==> config.mk <==
export PLATFORM = sky130hd
export DESIGN_NAME = reg_file_sb_flat
export DESIGN_NICKNAME = d
export VERILOG_FILES = /design/src/rtl/reg_file_sb_if.sv /design/src/rtl/reg_file_sb.sv /design/src/flat_wrapper.sv
export SDC_FILE = /design/constraint.sdc
export NUM_CORES = 2
export LEC_CHECK = 0
export CORE_UTILIZATION = 35
export CTS_BUF_LIST = sky130_fd_sc_hd__clkbuf_4 sky130_fd_sc_hd__clkbuf_8
export DETAILED_ROUTE_END_ITERATION = 16
export PLACE_DENSITY_LB_ADDON = 0.1
export SETUP_SLACK_MARGIN = 0.4
export SLEW_MARGIN = 5
export SYNTH_ARGS = -nofsm -noshare
export SYNTH_HDL_FRONTEND = slang
export SYNTH_SLANG_ARGS = --single-unit
export TNS_END_PERCENT = 30
==> constraint.sdc <==
create_clock -name clk -period 5.6 [get_ports clk]
set_input_delay 1.12 -clock clk [delete_from_list [all_inputs] [get_ports clk]]
set_output_delay 1.12 -clock clk [all_outputs]
set_load 0.03 [all_outputs]
==> src/rtl/reg_file_sb_if.sv <==
`default_nettype none
// ============================================================================
//  Module   : reg_file_sb_if
//  Purpose  : Bundles the writeback, decode-read and issue signals of the
//             scoreboarded register file into a single interface.
//  Ports    : ruu_rwe/ruu_rd/ruu_rdata   writeback into the GPR file
//             rs1_addr/rs2_addr          decode read indices
//             rs1_data/rs2_data          decode read data (combinational)
//             iss_valid/iss_we/iss_rd    issue request from decode
//             iss_ready/hazard           issue acceptance / RAW hazard
//  Modports : slave  - register file side
//             master - pipeline (writeback + decode) side
//  Revision : 1.0 - initial release
// ============================================================================
interface reg_file_sb_if #(
    parameter int REG_WIDTH = 32,
    parameter int NUM_REGS  = 32
);
    localparam int AW = $clog2(NUM_REGS);

    logic                 ruu_rwe;
    logic [AW-1:0]        ruu_rd;
    logic [REG_WIDTH-1:0] ruu_rdata;
    logic [AW-1:0]        rs1_addr;
    logic [AW-1:0]        rs2_addr;
    logic [REG_WIDTH-1:0] rs1_data;
    logic [REG_WIDTH-1:0] rs2_data;
    logic                 iss_valid;
    logic                 iss_we;
    logic [AW-1:0]        iss_rd;
    logic                 iss_ready;
    logic                 hazard;

    modport slave (
        input  ruu_rwe, ruu_rd, ruu_rdata,
        input  rs1_addr, rs2_addr,
        output rs1_data, rs2_data,
        input  iss_valid, iss_we, iss_rd,
        output iss_ready, hazard
    );

    modport master (
        output ruu_rwe, ruu_rd, ruu_rdata,
        output rs1_addr, rs2_addr,
        input  rs1_data, rs2_data,
        output iss_valid, iss_we, iss_rd,
        input  iss_ready, hazard
    );
endinterface
`default_nettype wire

==> src/rtl/reg_file_sb.sv <==
`default_nettype none
// ============================================================================
//  Module   : reg_file_sb
//  Purpose  : RV32I architectural register file with a per-register
//             pending-write scoreboard. Writeback updates the GPRs and retires
//             pending writes; decode reads two registers asynchronously and
//             issues instructions, which are held off on RAW hazards or when
//             the destination's pending counter is saturated.
//  Ports    : clk  - clock, all state changes on posedge
//             rst  - synchronous reset, active-high
//             bus  - reg_file_sb_if.slave (writeback, read ports, issue)
//  Options  : WB_BYPASS_EN - when defined, a writeback in the current cycle is
//             forwarded to matching read ports, and the hazard for a register
//             whose only outstanding write retires this cycle is suppressed.
//  Revision : 1.0 - initial release
// ============================================================================
module reg_file_sb #(
    parameter int REG_WIDTH  = 32,
    parameter int NUM_REGS   = 32,
    parameter int PEND_WIDTH = 2
) (
    input  logic          clk,
    input  logic          rst,
    reg_file_sb_if.slave  bus
);
    localparam int AW = $clog2(NUM_REGS);
    localparam logic [PEND_WIDTH-1:0] c_PEND_MAX = {PEND_WIDTH{1'b1}};
    localparam logic [PEND_WIDTH-1:0] c_PEND_ONE = PEND_WIDTH'(1);

    logic [REG_WIDTH-1:0]  r_gpr  [NUM_REGS];
    logic [PEND_WIDTH-1:0] r_pend [NUM_REGS];

    logic                  w_wb_en;
    logic                  w_iss_full;
    logic                  w_iss_ready;
    logic                  w_iss_acc;
    logic                  w_iss_inc_en;
    logic                  w_rs1_busy;
    logic                  w_rs2_busy;
    logic                  w_hazard;
    logic [PEND_WIDTH-1:0] w_rs1_pend;
    logic [PEND_WIDTH-1:0] w_rs2_pend;
    logic [PEND_WIDTH-1:0] w_iss_pend;
    logic [REG_WIDTH-1:0]  w_rs1_data;
    logic [REG_WIDTH-1:0]  w_rs2_data;
    logic [NUM_REGS-1:0]   w_inc;
    logic [NUM_REGS-1:0]   w_dec;

    // Writes to x0 neither change data nor retire anything.
    assign w_wb_en    = bus.ruu_rwe && (bus.ruu_rd != '0);

    assign w_rs1_pend = r_pend[bus.rs1_addr];
    assign w_rs2_pend = r_pend[bus.rs2_addr];
    assign w_iss_pend = r_pend[bus.iss_rd];

`ifdef WB_BYPASS_EN
    logic w_rs1_fwd;
    logic w_rs2_fwd;

    assign w_rs1_fwd  = w_wb_en && (bus.ruu_rd == bus.rs1_addr);
    assign w_rs2_fwd  = w_wb_en && (bus.ruu_rd == bus.rs2_addr);

    // A reader is only released early when the retiring write is the last
    // one outstanding; with more in flight the forwarded value is stale.
    assign w_rs1_busy = (bus.rs1_addr != '0) && (w_rs1_pend != '0) &&
                        !(w_rs1_fwd && (w_rs1_pend == c_PEND_ONE));
    assign w_rs2_busy = (bus.rs2_addr != '0) && (w_rs2_pend != '0) &&
                        !(w_rs2_fwd && (w_rs2_pend == c_PEND_ONE));

    assign w_rs1_data = (bus.rs1_addr == '0) ? '0 :
                        w_rs1_fwd ? bus.ruu_rdata : r_gpr[bus.rs1_addr];
    assign w_rs2_data = (bus.rs2_addr == '0) ? '0 :
                        w_rs2_fwd ? bus.ruu_rdata : r_gpr[bus.rs2_addr];
`else
    assign w_rs1_busy = (bus.rs1_addr != '0) && (w_rs1_pend != '0);
    assign w_rs2_busy = (bus.rs2_addr != '0) && (w_rs2_pend != '0);

    assign w_rs1_data = (bus.rs1_addr == '0) ? '0 : r_gpr[bus.rs1_addr];
    assign w_rs2_data = (bus.rs2_addr == '0) ? '0 : r_gpr[bus.rs2_addr];
`endif

    assign w_hazard     = w_rs1_busy || w_rs2_busy;

    // A saturated counter cannot take another in-flight write.
    assign w_iss_full   = bus.iss_we && (bus.iss_rd != '0) &&
                          (w_iss_pend == c_PEND_MAX);
    assign w_iss_ready  = !w_hazard && !w_iss_full;
    assign w_iss_acc    = bus.iss_valid && w_iss_ready;
    assign w_iss_inc_en = w_iss_acc && bus.iss_we && (bus.iss_rd != '0);

    // One-hot increment/decrement requests per register. Index 0 never gets
    // a request because both enables already exclude x0.
    always_comb begin
        w_inc = '0;
        w_dec = '0;
        for (int i = 0; i < NUM_REGS; i++) begin
            w_inc[i] = w_iss_inc_en && (bus.iss_rd == AW'(i));
            w_dec[i] = w_wb_en && (bus.ruu_rd == AW'(i));
        end
    end

    always_ff @(posedge clk) begin
        if (rst) begin
            for (int i = 0; i < NUM_REGS; i++) begin
                r_gpr[i]  <= '0;
                r_pend[i] <= '0;
            end
        end else begin
            if (w_wb_en) begin
                r_gpr[bus.ruu_rd] <= bus.ruu_rdata;
            end
            // Issue and writeback to the same register cancel out. A
            // writeback with nothing pending leaves the counter at zero.
            for (int i = 0; i < NUM_REGS; i++) begin
                if (w_inc[i] && !w_dec[i]) begin
                    r_pend[i] <= r_pend[i] + c_PEND_ONE;
                end else if (w_dec[i] && !w_inc[i] && (r_pend[i] != '0)) begin
                    r_pend[i] <= r_pend[i] - c_PEND_ONE;
                end
            end
        end
    end

    assign bus.rs1_data  = w_rs1_data;
    assign bus.rs2_data  = w_rs2_data;
    assign bus.iss_ready = w_iss_ready;
    assign bus.hazard    = w_hazard;

endmodule
`default_nettype wire

==> src/flat_wrapper.sv <==
// flat-port wrapper written by rule: the top's interface ports become plain ports
module reg_file_sb_flat 
#(
    parameter int REG_WIDTH  = 32,
    parameter int NUM_REGS   = 32,
    parameter int PEND_WIDTH = 2
)
  (clk, rst, bus_ruu_rwe, bus_ruu_rd, bus_ruu_rdata, bus_rs1_addr, bus_rs2_addr, bus_rs1_data, bus_rs2_data, bus_iss_valid, bus_iss_we, bus_iss_rd, bus_iss_ready, bus_hazard);
  reg_file_sb_if #(.REG_WIDTH(REG_WIDTH), .NUM_REGS(NUM_REGS)) bus_i ();
  input  logic clk;
  input  logic rst;
  input wire logic [$bits(bus_i.ruu_rwe)-1:0] bus_ruu_rwe;
  input wire logic [$bits(bus_i.ruu_rd)-1:0] bus_ruu_rd;
  input wire logic [$bits(bus_i.ruu_rdata)-1:0] bus_ruu_rdata;
  input wire logic [$bits(bus_i.rs1_addr)-1:0] bus_rs1_addr;
  input wire logic [$bits(bus_i.rs2_addr)-1:0] bus_rs2_addr;
  output wire logic [$bits(bus_i.rs1_data)-1:0] bus_rs1_data;
  output wire logic [$bits(bus_i.rs2_data)-1:0] bus_rs2_data;
  input wire logic [$bits(bus_i.iss_valid)-1:0] bus_iss_valid;
  input wire logic [$bits(bus_i.iss_we)-1:0] bus_iss_we;
  input wire logic [$bits(bus_i.iss_rd)-1:0] bus_iss_rd;
  output wire logic [$bits(bus_i.iss_ready)-1:0] bus_iss_ready;
  output wire logic [$bits(bus_i.hazard)-1:0] bus_hazard;
  assign bus_i.ruu_rwe = bus_ruu_rwe;
  assign bus_i.ruu_rd = bus_ruu_rd;
  assign bus_i.ruu_rdata = bus_ruu_rdata;
  assign bus_i.rs1_addr = bus_rs1_addr;
  assign bus_i.rs2_addr = bus_rs2_addr;
  assign bus_rs1_data = bus_i.rs1_data;
  assign bus_rs2_data = bus_i.rs2_data;
  assign bus_i.iss_valid = bus_iss_valid;
  assign bus_i.iss_we = bus_iss_we;
  assign bus_i.iss_rd = bus_iss_rd;
  assign bus_iss_ready = bus_i.iss_ready;
  assign bus_hazard = bus_i.hazard;
  reg_file_sb #(.REG_WIDTH(REG_WIDTH), .NUM_REGS(NUM_REGS), .PEND_WIDTH(PEND_WIDTH)) u_core (.clk(clk), .rst(rst), .bus(bus_i));
endmodule
==> results.tsv <==
metric	value	unit
Filler cells	15600	
crit path DAT	3970	ps
Die X	416	um
crit share post-route	90.9	%
Final Slew Violations	0	
CTS Buf Count	200	
port bufs	122	
outcome	complete, no violations	
Max Cap Violations	0	
crit path kind	input pin to output pin	
RR Startpoint	u_core.r_pend[16][1]	
Chip Height	416	um
fin util	41.0	%
post-detailed-route via-to-cell ratio	6.00	
CORE AREA	170000	um2
crit path launch	bus_rs1_addr[0]	
placer congestion estimate	0.850	
Worst R2R Setup Slack	1700	ps
Worst-path clk slew	60	ps
ys flop type	edfxtp_1	
I/O pin count	123	
Register Area	32700	um2
Post-synth EDFFs	1088	
initial DRC count	4773	
Root Buffer	clkbuf_8	
top-count cell post-synth	edfxtp_1	
Non-Filler Cell Area, Final	69500	um2
VDD IR max	0.000254	V
Power Density	293	nW/um2
Worst setup EP type	output pin	
unrepaired setup endpoints after global routing	false	
top cells by area, synth	edfxtp_1 (55%), mux4_2 (18%), and2_1 (9.5%)	
synthesized area	59900	um2
TNS Setup	0	ps
overall routed net length	242000	um
relative max-transition margin	17.0	%
Final Critical Period	5090	ps
Synth area leader	edfxtp_1	
Setup Viol. Count Final	0	
P_leak	24.3	nW
Synth top cells by count	edfxtp_1 (1088), and2_1 (906), mux4_2 (470)	
clock latency on the worst-skew pair	960	ps
layout cells sized above 1	26.8	%
post-synthesis register bit count	1088	
Initial Util	35.3	%
H-tree Lvls	4	
final hold viol count	0	
die area	173000	um2
drt first pass iters	5	
post-CTS setup buffers	0	
Required @ worst endpoint	4480	ps
multi-input logic area	26000	um2
worst setup path end	bus_rs1_data[15]	
vias in the first global route	40500	
Async S/R FF share, synth	0	%
min-delay worst type	flop to flop	
share of the synthesized area in the top cell type	54.6	%
hold buffers post-CTS	0	
Cell variety after synth	71	
largest net degree at the start of global routing	59	
Seq/Total Area, Yosys	54.6	%
Area Growth Syn to Fin	16.1	%
FMAX	196	MHz
global-route wire length before repair	333000	um
DRC	0	
Mean Syn Cell Area	14.0	um2
Tightest Pin Transition	1240	ps
Total GRT Usage	27.8	%
cells resized by post-CTS repair	0	
CTS tree	built	
wire length per cell	35.4	um
standard-cell rows	151	
routed via count	40900	
Reg2Reg Capture Point	u_core.r_pend[16][1]	
YS warnings	0	
clock buffer depth	3	
Final ANT Viol Nets	0	
initial antenna violation count	32	
HPWL Detailed	145000	um
placed inst area	65700	um2
Layout Cells excl Fill	6819	
dpl cells	6444	
Max Fanout on Critical Path	42	
Max Clock Skew	26.8	ps
Nets	4486	
Startpoint Class	input pin	
synthesized instance count	4290	
GR Overflow Total	0	
clock sinks	1088	
Reg2Reg Depth	8	
-- layout make-up --
class / count / area share (%)
antenna: 13 / 0.0468
multi-input combinational: 2773 / 37.4
clock buffer: 272 / 4.77
clock inverter: 90 / 0.679
timing repair buffer: 347 / 5.95
sequential: 1088 / 47.0
tap: 2218 / 3.99
inverter: 18 / 0.112
-- worst min-delay path by stage --
stage,startpoint,depth (start not counted),end
2_1_floorplan,u_core.r_pend[23][0],1,u_core.r_pend[23][0]
3_3_place_gp,u_core.r_pend[28][0],1,u_core.r_pend[28][0]
3_5_place_dp,u_core.r_pend[23][0],1,u_core.r_pend[23][0]
4_1_cts,u_core.r_pend[28][0],1,u_core.r_pend[28][0]
5_1_grt,u_core.r_pend[28][0],1,u_core.r_pend[28][0]
6_report,u_core.r_pend[28][0],1,u_core.r_pend[28][0]
-- registers in the layout, indices dropped and copies added (netlist names) --
signal and flops:
u_core.r_gpr 1024, u_core.r_pend 64
-- worst max-delay path, cell delays in order --
cell     delay (ps)
buf_8           450
buf_12          380
mux4_2          570
mux4_2          500
a21oi_1         320
buf_4           240
nor2_1           60
buf_4           180
-- layout by cell type, fill, tap and decap left out, types with 14 or more instances in the layout --
cell type	netlist	final
nand2b_1	22	21
mux2_2	74	74
o211ai_1	25	25
nor3_1	86	75
a221oi_1	24	24
clkinv_1	0	55
mux2i_1	195	195
a21oi_1	141	141
conb_1	1	34
a22o_1	14	14
nor2_1	167	146
nor2_4	0	21
o221ai_1	58	58
nand3_1	23	23
clkbuf_8	0	203
buf_12	0	110
o21ai_1	21	21
buf_4	1	184
o31ai_1	17	14
o22ai_1	65	65
nand2_1	102	87
mux4_2	470	470
clkdlybuf4s50_1	0	46
clkinv_2	0	21
or3_1	20	19
a211o_1	15	15
edfxtp_1	1088	1088
and2_1	906	906
clkbuf_4	0	69
o21ai_0	54	44
and3_1	100	100
-- logic make-up after synthesis --
logic type	Yosys count	share of synthesized area, %
muxes	749	22.5
and+or+nand+nor	1493	14.4
DFF	1088	54.6
buffers and inverters	462	2.99
adders and majority gates	1	0.0209
xor gates and xnor gates	5	0.0731
AOI/OAI and AO/OA	491	5.42
other	1	0.00626
-- metal layers --
layer  vias up  wire, um  global-route usage, %
li1      16900         -                      -
met1     21600    103000                   38.4
met2      1999    113000                   44.0
met3       403     17300                   4.14
met4         2      8990                   10.5
met5         -         7                      0
-- metrics by stage --
step | worst slack, ps | hold WS, ps | total power, W
2_1_floorplan | 539 | 539 | 0.0115
3_3_place_gp | 394 | 565 | 0.0129
3_5_place_dp | 424 | 565 | 0.0130
4_1_cts | 418 | 578 | 0.0205
5_1_grt | 427 | 610 | 0.0209
6_report | 508 | 576 | 0.0203
-- power by group --
group | internal (W) | switching, W | leakage, nW
clock network | 0.00387 | 0.00366 | 2.00
registers | 0.00943 | 0.000244 | 10.4
logic | 0.00132 | 0.00180 | 11.9
total | 0.0146 | 0.00571 | 24.3
Power figures use the tool's default switching activity.
